[src/rtl/y86_mon_pkg.sv]
// rtl/y86_mon_pkg.sv - shared encodings for the Y86 run monitor
// Purpose: write-back status codes, exit codes, controller state and run mode
// types used by y86_run_monitor. No ports.
package y86_mon_pkg;

  // Write-back stage status, as produced by the core
  localparam logic [1:0] STAT_AOK = 2'd0;
  localparam logic [1:0] STAT_HLT = 2'd1;
  localparam logic [1:0] STAT_ADR = 2'd2;
  localparam logic [1:0] STAT_INS = 2'd3;

  // Latched exit codes; 1..3 deliberately equal the faulting status value
  localparam logic [2:0] EXIT_NONE    = 3'd0;
  localparam logic [2:0] EXIT_HLT     = 3'd1;
  localparam logic [2:0] EXIT_ADR     = 3'd2;
  localparam logic [2:0] EXIT_INS     = 3'd3;
  localparam logic [2:0] EXIT_TIMEOUT = 3'd4;
  localparam logic [2:0] EXIT_ABORT   = 3'd5;

  typedef enum logic [1:0] {
    ST_IDLE  = 2'd0,
    ST_RUN   = 2'd1,
    ST_PAUSE = 2'd2,
    ST_DONE  = 2'd3
  } state_e;

  typedef enum logic [1:0] {
    MODE_FREE     = 2'd0,
    MODE_STEPN    = 2'd1,
    MODE_SINGLE   = 2'd2,
    MODE_FREE_ALT = 2'd3
  } mode_e;

  function automatic logic is_step_mode(mode_e m);
    return (m == MODE_STEPN) || (m == MODE_SINGLE);
  endfunction

endpackage

[src/rtl/y86_sat_counter.sv]
// rtl/y86_sat_counter.sv - saturating load/step counter
// Purpose: CW-wide counter with synchronous load and step enable. Up variant
// sticks at all-ones, down variant (DOWN=1) sticks at zero; load wins over step.
// Ports:
//   clk, rst_n   clock, asynchronous active-low reset (count -> 0)
//   load_i       load load_val_i this cycle
//   load_val_i   value to load
//   en_i         step by one (toward the saturation limit)
//   count_o      current count
module y86_sat_counter #(
  parameter int CW   = 32,
  parameter bit DOWN = 1'b0
) (
  input  logic          clk,
  input  logic          rst_n,
  input  logic          load_i,
  input  logic [CW-1:0] load_val_i,
  input  logic          en_i,
  output logic [CW-1:0] count_o
);

  localparam logic [CW-1:0] ONE = CW'(1);

  logic [CW-1:0] count_q, count_d, stepped;

  always_comb begin
    if (DOWN) begin
      stepped = (count_q == '0) ? count_q : count_q - ONE;
    end else begin
      stepped = (&count_q) ? count_q : count_q + ONE;
    end
    count_d = count_q;
    if (load_i) begin
      count_d = load_val_i;
    end else if (en_i) begin
      count_d = stepped;
    end
  end

  always_ff @(posedge clk or negedge rst_n) begin
    if (!rst_n) begin
      count_q <= '0;
    end else begin
      count_q <= count_d;
    end
  end

  assign count_o = count_q;

endmodule

[src/rtl/y86_run_monitor.sv]
// rtl/y86_run_monitor.sv - run controller and retirement monitor for the Y86 core
// Purpose: gates pipeline advance via cpu_en, supports free-run / step-N /
// single-step, counts active cycles and retired instructions, and stops on
// write-back fault, timeout or abort with a latched exit code.
// Ports:
//   clk, rst_n        clock, asynchronous active-low reset
//   start             launch (IDLE/DONE) or resume (PAUSE) pulse
//   mode, step_count  run mode and step budget, sampled on start
//   abort             level abort request
//   W_status, W_valid write-back status and slot-valid from the core
//   cpu_en            registered pipeline advance enable
//   running, done     state flags
//   exit_code         latched termination reason
//   cycle_count       active cycles since launch
//   retire_count      AOK instructions retired since launch
module y86_run_monitor
  import y86_mon_pkg::*;
#(
  parameter int CW         = 32,
  parameter int MAX_CYCLES = 100000
) (
  input  logic          clk,
  input  logic          rst_n,
  input  logic          start,
  input  logic [1:0]    mode,
  input  logic [CW-1:0] step_count,
  input  logic          abort,
  input  logic [1:0]    W_status,
  input  logic          W_valid,
  output logic          cpu_en,
  output logic          running,
  output logic          done,
  output logic [2:0]    exit_code,
  output logic [CW-1:0] cycle_count,
  output logic [CW-1:0] retire_count
);

  localparam logic [CW-1:0] ONE        = CW'(1);
  localparam bit            TIMEOUT_ON = (MAX_CYCLES > 0);
  // Timeout fires in the active cycle that brings cycle_count up to MAX_CYCLES
  localparam logic [CW-1:0] TIMEOUT_AT = (MAX_CYCLES > 0) ? CW'(MAX_CYCLES - 1) : '0;

  state_e        state_q, state_d;
  logic [2:0]    exit_q, exit_d;
  logic          step_mode_q, step_mode_d;
  logic          cpu_en_q;

  logic          launch, resume;
  logic          cyc_en, ret_en, rem_en;
  logic [CW-1:0] rem_load_val;
  logic [CW-1:0] cyc_q, ret_q, rem_q;
  logic          fault, timeout_hit;
  mode_e         mode_v;

  assign mode_v      = mode_e'(mode);
  assign fault       = W_valid && (W_status != STAT_AOK);
  assign timeout_hit = TIMEOUT_ON && (cyc_q >= TIMEOUT_AT);

  always_comb begin
    state_d      = state_q;
    exit_d       = exit_q;
    step_mode_d  = step_mode_q;
    launch       = 1'b0;
    resume       = 1'b0;
    cyc_en       = 1'b0;
    ret_en       = 1'b0;
    rem_en       = 1'b0;

    // Remaining budget for a launch/resume; free-run parks it at all-ones
    if (mode_v == MODE_STEPN) begin
      rem_load_val = (step_count == '0) ? ONE : step_count;
    end else if (mode_v == MODE_SINGLE) begin
      rem_load_val = ONE;
    end else begin
      rem_load_val = '1;
    end

    unique case (state_q)
      ST_IDLE, ST_DONE: begin
        if (start) begin
          launch      = 1'b1;
          exit_d      = EXIT_NONE;
          step_mode_d = is_step_mode(mode_v);
          state_d     = ST_RUN;
        end
      end
      ST_PAUSE: begin
        if (start) begin
          resume      = 1'b1;
          step_mode_d = is_step_mode(mode_v);
          state_d     = ST_RUN;
        end else if (abort) begin
          exit_d  = EXIT_ABORT;
          state_d = ST_DONE;
        end
      end
      ST_RUN: begin
        // Every RUN cycle is an active cycle since cpu_en tracks RUN
        cyc_en = 1'b1;
        ret_en = W_valid && (W_status == STAT_AOK);
        rem_en = step_mode_q;
        if (fault) begin
          exit_d  = {1'b0, W_status};
          state_d = ST_DONE;
        end else if (timeout_hit) begin
          exit_d  = EXIT_TIMEOUT;
          state_d = ST_DONE;
        end else if (abort) begin
          exit_d  = EXIT_ABORT;
          state_d = ST_DONE;
        end else if (step_mode_q && (rem_q <= ONE)) begin
          state_d = ST_PAUSE;
        end
      end
      default: state_d = ST_IDLE;
    endcase
  end

  always_ff @(posedge clk or negedge rst_n) begin
    if (!rst_n) begin
      state_q     <= ST_IDLE;
      exit_q      <= EXIT_NONE;
      step_mode_q <= 1'b0;
      cpu_en_q    <= 1'b0;
    end else begin
      state_q     <= state_d;
      exit_q      <= exit_d;
      step_mode_q <= step_mode_d;
      cpu_en_q    <= (state_d == ST_RUN);
    end
  end

  y86_sat_counter #(.CW(CW), .DOWN(1'b0)) u_cycle_cnt (
    .clk        (clk),
    .rst_n      (rst_n),
    .load_i     (launch),
    .load_val_i ('0),
    .en_i       (cyc_en),
    .count_o    (cyc_q)
  );

  y86_sat_counter #(.CW(CW), .DOWN(1'b0)) u_retire_cnt (
    .clk        (clk),
    .rst_n      (rst_n),
    .load_i     (launch),
    .load_val_i ('0),
    .en_i       (ret_en),
    .count_o    (ret_q)
  );

  y86_sat_counter #(.CW(CW), .DOWN(1'b1)) u_remaining_cnt (
    .clk        (clk),
    .rst_n      (rst_n),
    .load_i     (launch || resume),
    .load_val_i (rem_load_val),
    .en_i       (rem_en),
    .count_o    (rem_q)
  );

  assign cpu_en       = cpu_en_q;
  assign running      = (state_q == ST_RUN);
  assign done         = (state_q == ST_DONE);
  assign exit_code    = exit_q;
  assign cycle_count  = cyc_q;
  assign retire_count = ret_q;

endmodule

[config.mk]
export PLATFORM = sky130hd
export DESIGN_NAME = y86_run_monitor
export DESIGN_NICKNAME = d
export VERILOG_FILES = /design/src/rtl/y86_mon_pkg.sv /design/src/rtl/y86_sat_counter.sv /design/src/rtl/y86_run_monitor.sv
export SDC_FILE = /design/constraint.sdc
export NUM_CORES = 1
export LEC_CHECK = 0
export ABC_AREA = 1
export BUFFER_PORTS_ARGS = -buffer_cell sky130_fd_sc_hd__buf_2
export CORE_ASPECT_RATIO = 0.5
export CORE_UTILIZATION = 55
export CTS_CLUSTER_SIZE = 24
export DETAILED_ROUTE_END_ITERATION = 6
export PLACE_DENSITY_LB_ADDON = 0.12
export SETUP_SLACK_MARGIN = 0.4
export SLEW_MARGIN = 15
export SYNTH_ARGS = -nofsm -noshare
export SYNTH_HDL_FRONTEND = slang
export SYNTH_SLANG_ARGS = --single-unit
export TNS_END_PERCENT = 100
[constraint.sdc]
create_clock -name clk -period 2.6 [get_ports clk]
set_input_delay 0.13 -clock clk [delete_from_list [all_inputs] [get_ports clk]]
set_output_delay 0.13 -clock clk [all_outputs]
set_load 0.005 [all_outputs]
# Yosys cells after proc, flatten, opt, wreduce, memory -nomap -nowiden
# Cells that the tools add are included.
word_totals:
  register_bits: 103
  inputBits: 41
  wordCells: 77
op_classes:
  addsub: 3
  magnitude_cmp: 2
  n_eq_ne: 11
  mux: 32
  n_reduce_logical: 22
op_table:
  columns: ["op", "n"]
  rows:
  - ["32-bit two-way mux", 12]
  - ["32-bit by 1-bit adder with 32-bit output (second input constant)", 2]
  - ["32-bit logical NOT", 2]
  - ["32-bit AND reduction", 2]
  - ["32-bit by 17-bit >= comparator with 1-bit output (second input constant)", 1]
  - ["32-bit by 1-bit <= comparator with 1-bit output (second input constant)", 1]
  - ["32-bit by 1-bit subtractor with 32-bit output (second input constant)", 1]
  - ["3-bit two-way mux", 5]
  - ["2-bit two-way mux", 7]
  - ["2-bit AND reduction", 5]
  - ["3-bit case mux with 3 select lines", 1]
  - ["2-bit != test (second input constant)", 4]
  - ["2-bit nonzero test", 4]
  - ["2-bit by 1-bit equality test with 1-bit output (second input constant)", 3]
  - ["2-bit equality test (second input constant)", 3]
  - ["1-bit two-way mux", 6]
  - ["2-bit case mux with 3 select lines", 1]
  - ["2-bit logical NOT", 2]
  - ["1-bit logical AND", 3]
  - ["3-bit OR reduction", 1]
  - ["1-bit logical OR", 2]
  - ["2-bit by 1-bit != test with 1-bit output (second input constant)", 1]
  - ["2-bit OR reduction", 1]

# Longest topological paths before layout
logic_depth:
  depth_word: 8
  ltp_mapped: 13
  mapped_depth_nobuf: 13

# Cells and area by module
# From an unflattened synthesis, not the netlist that was laid out.
hier_totals:
  cells_unflattened: 1352
  area_unflattened_um2: 8369.3
by_module_without_submodules:
  columns: ["mod", "n_inst", "cells_each", "area_per_inst_um2", "seq_area_each_um2"]
  rows:
  - ["y86_sat_counter (u_cycle_cnt ...)", 2, 375, 2413.6, 800.8]
  - ["y86_sat_counter (u_remaining_cnt)", 1, 358, 2317.2, 800.8]
  - ["y86_run_monitor", 1, 244, 1224.9, 175.2]

# Worst setup path before layout
# Ideal clock, no wire load.
synth_timing:
  path_type: "reg2reg"
  start: "reg state_q[0]"
  end: "reg u_remaining_cnt.count_q[11] (netlist: u_remaining_cnt.count_o[11])"
  setup_time_ns: 0.118
  arrival_time_ns: 1.811
  t_required_ns: 2.482
  setup_slack_ns: 0.672
  path_stages_with_launch: 11
  n_path_buf: 2
  cell_sequence: "dfrtp_1 > inv_1 > ha_1 > nand2_1 > inv_2 > nor2_4 > buf_2 > buf_2 > nand3_1 > nand3_1 > nand2_1"
synth_via:
  elab_chain_cells: 6
  elab_cells_between_ends: 13
  classes_between: "eq/ne: 4; mux: 4; reduce/logical: 5"
synth_rtl:
  columns: ["element", "line_no", "source"]
  rows:
  - ["from (decl)", "y86_run_monitor.sv:43", "state_e state_q, state_d;"]
  - ["from (signal assigned)", "y86_run_monitor.sv:126", "state_q <= state_d;"]
  - ["2-bit equality test or 2-bit logical NOT (tied branches)", "y86_run_monitor.sv:78", "unique case (state_q)"]
  - ["2-bit OR reduction", "y86_run_monitor.sv:78", null]
  - ["1-bit two-way mux", "y86_run_monitor.sv:78", null]
  - ["1-bit logical OR", "y86_run_monitor.sv:154", ".load_i (launch || resume),"]
  - ["2-bit by 1-bit != test with 1-bit output (no line) or 2-bit nonzero test (tied branches)", null, null]
  - ["2-bit AND reduction (no line)", null, null]
  - ["to (signal assigned)", "y86_sat_counter.sv:44", "count_q <= count_d;"]
  - ["to (decl)", "y86_sat_counter.sv:24", "logic [CW-1:0] count_q, count_d, stepped;"]
# Several ways; a longest one is shown, not always the timed one.
# A chain may end at the register's enable or synchronous reset.

# Worst setup path in the final report
layout_timing:
  start: "reg state_q[1]"
  end: "reg u_remaining_cnt.count_q[14] (netlist: u_remaining_cnt.count_o[14])"
# The elaborated chain is that of the path after synthesis.

==> metrics.md <==
| Metric | Value |
|---|---|
| Status | finished, violations left |
| Failing checks | design-rule violations |
| Crit path launch type | register |
| Synth cell types | 44 |
| Tot GR Track Use | 31.6% |
| Fmax | 486 MHz |
| Top Ports | 111 |
| Critical R2R Capture | u_remaining_cnt.count_o[14]$_DFFE_PN0P_ |
| CP startpoint | state_q[1]$_DFF_PN0_ |
| Syn. warnings | 0 |
| Main synth FF type | dfrtp_1 |
| Drt via density | 5.66 |
| P&R area growth vs syn | 16.8% |
| Final setup TNS | 0 ns |
| Post-synth EDFFs | 0 |
| Worst R2R Path Depth | 10 |
| Placeable Area | 12900 sq um |
| # rows | 29 |
| Hpwl dp | 15800 um |
| RSZ-0062 raised after global routing | no |
| Clk_lat worst skew | 0.36 ns |
| Worst setup EP type | register |
| DR WL/cell | 15.4 um |
| Initial core utilization | 57.2% |
| Hold crit path type | in -> reg |
| Worst EP required | 2.82 ns |
| Die area | 13900 sq um |
| H-tree Lvls | 3 |
| Syn_nets | 1143 |
| Clock Sink Count | 103 |
| Vias in the first global route | 7292 |
| Share of layout cells above drive strength 1 | 17.0% |
| Worst EP arrival | 2.28 ns |
| Cells after Synth | 1093 |
| Vias | 7887 |
| PnR worst setup slack | 0.543 ns |
| Drt first pass iters | 7 |
| Drt drc | 16 |
| R2r startpoint | state_q[1]$_DFF_PN0_ |
| CP max stage cell | dfrtp_1 |
| Period minus WS final | 2.06 ns |
| Antenna Nets Post-Route | 0 |
| Tcrit/Tclk final | 79.1% |
| Pin count of the biggest net entering global routing | 54 |
| DRT Wirelength | 21500 um |
| Clk buf depth | 2 |
| CP cell instances | ha_2 -> nand2_2 -> inv_2 -> nor2_4 -> buf_4 -> nor2_2 -> buf_4 -> o21ai_0 -> o211ai_1 -> o21ai_0 |
| P_leak | 4.03 nW |
| Die Y | 83.9 um |
| Seq cells post-synth | 103 |
| Clock-pin slew of the registers on the worst-case setup and hold paths | 0.07 ns |
| Global-route wire length before repair | 35300 um |
| Die X | 166 um |
| Register area share after synthesis | 35.0% |
| Async set or reset register ratio after synthesis | 100% |
| Clock Root Buffer | clkbuf_16 |
| Max-cap viol count | 0 |
| Critical Path Fanout Max | 14 |
| Cts bufs inserted | 9 |
| Most frequent cells in the layout | 298 x nand2_1, 132 x nor2_1, 119 x inv_1 |
| Routability cong. | 0.983 |
| Worst path max stage delay | 0.43 ns |
| Syn_area_per_cell | 6.74 sq um |
| Slew HR | 51.2% |
| # setup viols final | 0 |
| R2R Setup Slk | 0.54 ns |
| Worst clock skew | 0.0115 ns |
| Clock tree from TritonCTS | built |
| Commonest non-fill, non-tap cell in the layout | nand2_1 |
| Critical path destination | u_remaining_cnt.count_o[14]$_DFFE_PN0P_ |
| Pwr Density | 890 nW/um^2 |
| Gr ovfl total | 0 |
| Initial antenna violation count | 0 |
| Nets@finish | 1269 |
| Place WS | 0.268 ns |
| N_diodes | 0 |
| Pins Over Slew Limit | 0 |
| Starting DRT DRC Count | 732 |
| Cell area after synthesis | 7370 sq um |
| I/O Buffers | 110 |
| Worst vdd ir | 0.486 mV |
| Final Hold Fails | 0 |
| Worst Tran Pin Value | 0.732 ns |
| Path type of the worst setup path | reg -> reg |
-- final cells by class --
cell class	count	area (sq um)
clock buffer	11	243
clock inverter	4	70.1
fill	1156	4270
inverter	127	487
multi-input combinational	835	4200
sequential	103	2580
tap	170	213
timing repair buffer	143	822
-- flip-flops by register name, indices dropped and copies added, names as in the netlist --
signal                   count
state_q                      2
exit_code                    3
cpu_en                       1
u_cycle_cnt.count_o         32
u_retire_cnt.count_o        32
u_remaining_cnt.count_o     32
step_mode_q                  1
-- cells in the mapped netlist (2+ instances only) --
library cell	instances	area share [%]
nor2_1	134	6.8
a21oi_1	36	2.4
nand3_1	77	5.2
o21ai_1	11	0.75
xnor2_1	7	0.83
nor3_1	37	2.5
o221ai_1	7	0.83
dfrtp_1	103	35
nor4_1	5	0.42
inv_2	4	0.20
o211ai_1	6	0.61
nand3b_1	6	0.61
o21ai_0	65	4.4
nor2_4	4	0.61
nand3_2	3	0.41
nand4_1	42	3.6
o31ai_1	17	1.7
o21ai_2	10	1.2
nor2_2	7	0.59
nand2_1	299	15
buf_1	3	0.15
xor2_1	28	3.3
clkbuf_1	12	0.61
a31oi_1	3	0.25
buf_2	10	0.68
ha_1	9	1.5
buf_6	3	0.46
nor3b_1	2	0.20
or2_2	7	0.59
inv_1	122	6.2
-- repair_timing --
item | 4_1_cts | 5_1_grt
buffers inserted | 5 | 13
endpoints found under the setup margin | 27 | 67
gates resized for setup | 3 | 14
pin swaps | 1 | 3
cloned | 0 | 1
hold buffers | 1 | 0
hold endpoints to repair | 50 | 0
-- how the worst min path moves through the flow --
stage                  start  slack [ns]  cells after the start                                 endpoint
6_report       step_count[8]        0.07                      3   u_remaining_cnt.count_o[8]$_DFFE_PN0P_
5_1_grt                start        0.09                      2                  step_mode_q$_DFFE_PN0P_
4_1_cts                start        0.06                      2                  step_mode_q$_DFFE_PN0P_
3_5_place_dp           rst_n        0.23                      1  u_remaining_cnt.count_o[27]$_DFFE_PN0P_
3_3_place_gp           rst_n        0.22                      1  u_remaining_cnt.count_o[27]$_DFFE_PN0P_
2_1_floorplan          rst_n       -0.17                      0                         cpu_en$_DFF_PN0_
-- kinds of logic (layout without fill, tap and decap cells) --
kind of cell	after synthesis	count (layout)	synth area share (%)
buffers and inverters	156	285	8.51
adder cells (fa/ha/maj)	9	9	1.53
AO/OA/AOI/OAI	162	162	13.3
XOR/XNOR	35	35	4.16
AND/OR/NAND/NOR	628	629	37.6
flip-flops	103	103	35.0
-- critical path: cells and delay by family, from the launching register on --
| kind | cells | cell delay [ns] |
|---|---|---|
| compound gates | 3 | 0.39 |
| simple gates | 3 | 0.27 |
| fa+ha+maj | 1 | 0.40 |
| flops | 1 | 0.43 |
| buf+inv | 3 | 0.43 |
-- per-stage QoR --
stage	utilization (%)	area, sq um	hold WS, ns	power (mW)	instances
after detailed placement	62.8	8100	0.227	5.88	1358
after floorplan	-	7370	-0.166	4.92	1093
after global placement	62.8	8100	0.224	5.79	1358
after CTS	65.7	8470	0.0595	7.46	1379
final	66.8	8610	0.0734	7.66	1393
after global routing	66.8	8610	0.0855	8.24	1393
-- metal layers --
metal	track usage [%]	up-vias	part of all wire, %	routed length, um
met5	0	-	0	0
met4	11.6	0	2.2	465
met3	5.74	44	7.6	1640
met2	51.7	362	46	9950
met1	42.2	3639	44	9440
li1	-	3842	-	-
-- report_power, final --
part           internal [mW]  switching, mW  total [mW]  leakage, nW
clock network          0.863          0.621        1.48        0.155
logic                   1.30           2.39        3.69         2.52
registers               2.03          0.461        2.49         1.36
Note: power is estimated with default switching activity, not from simulation.
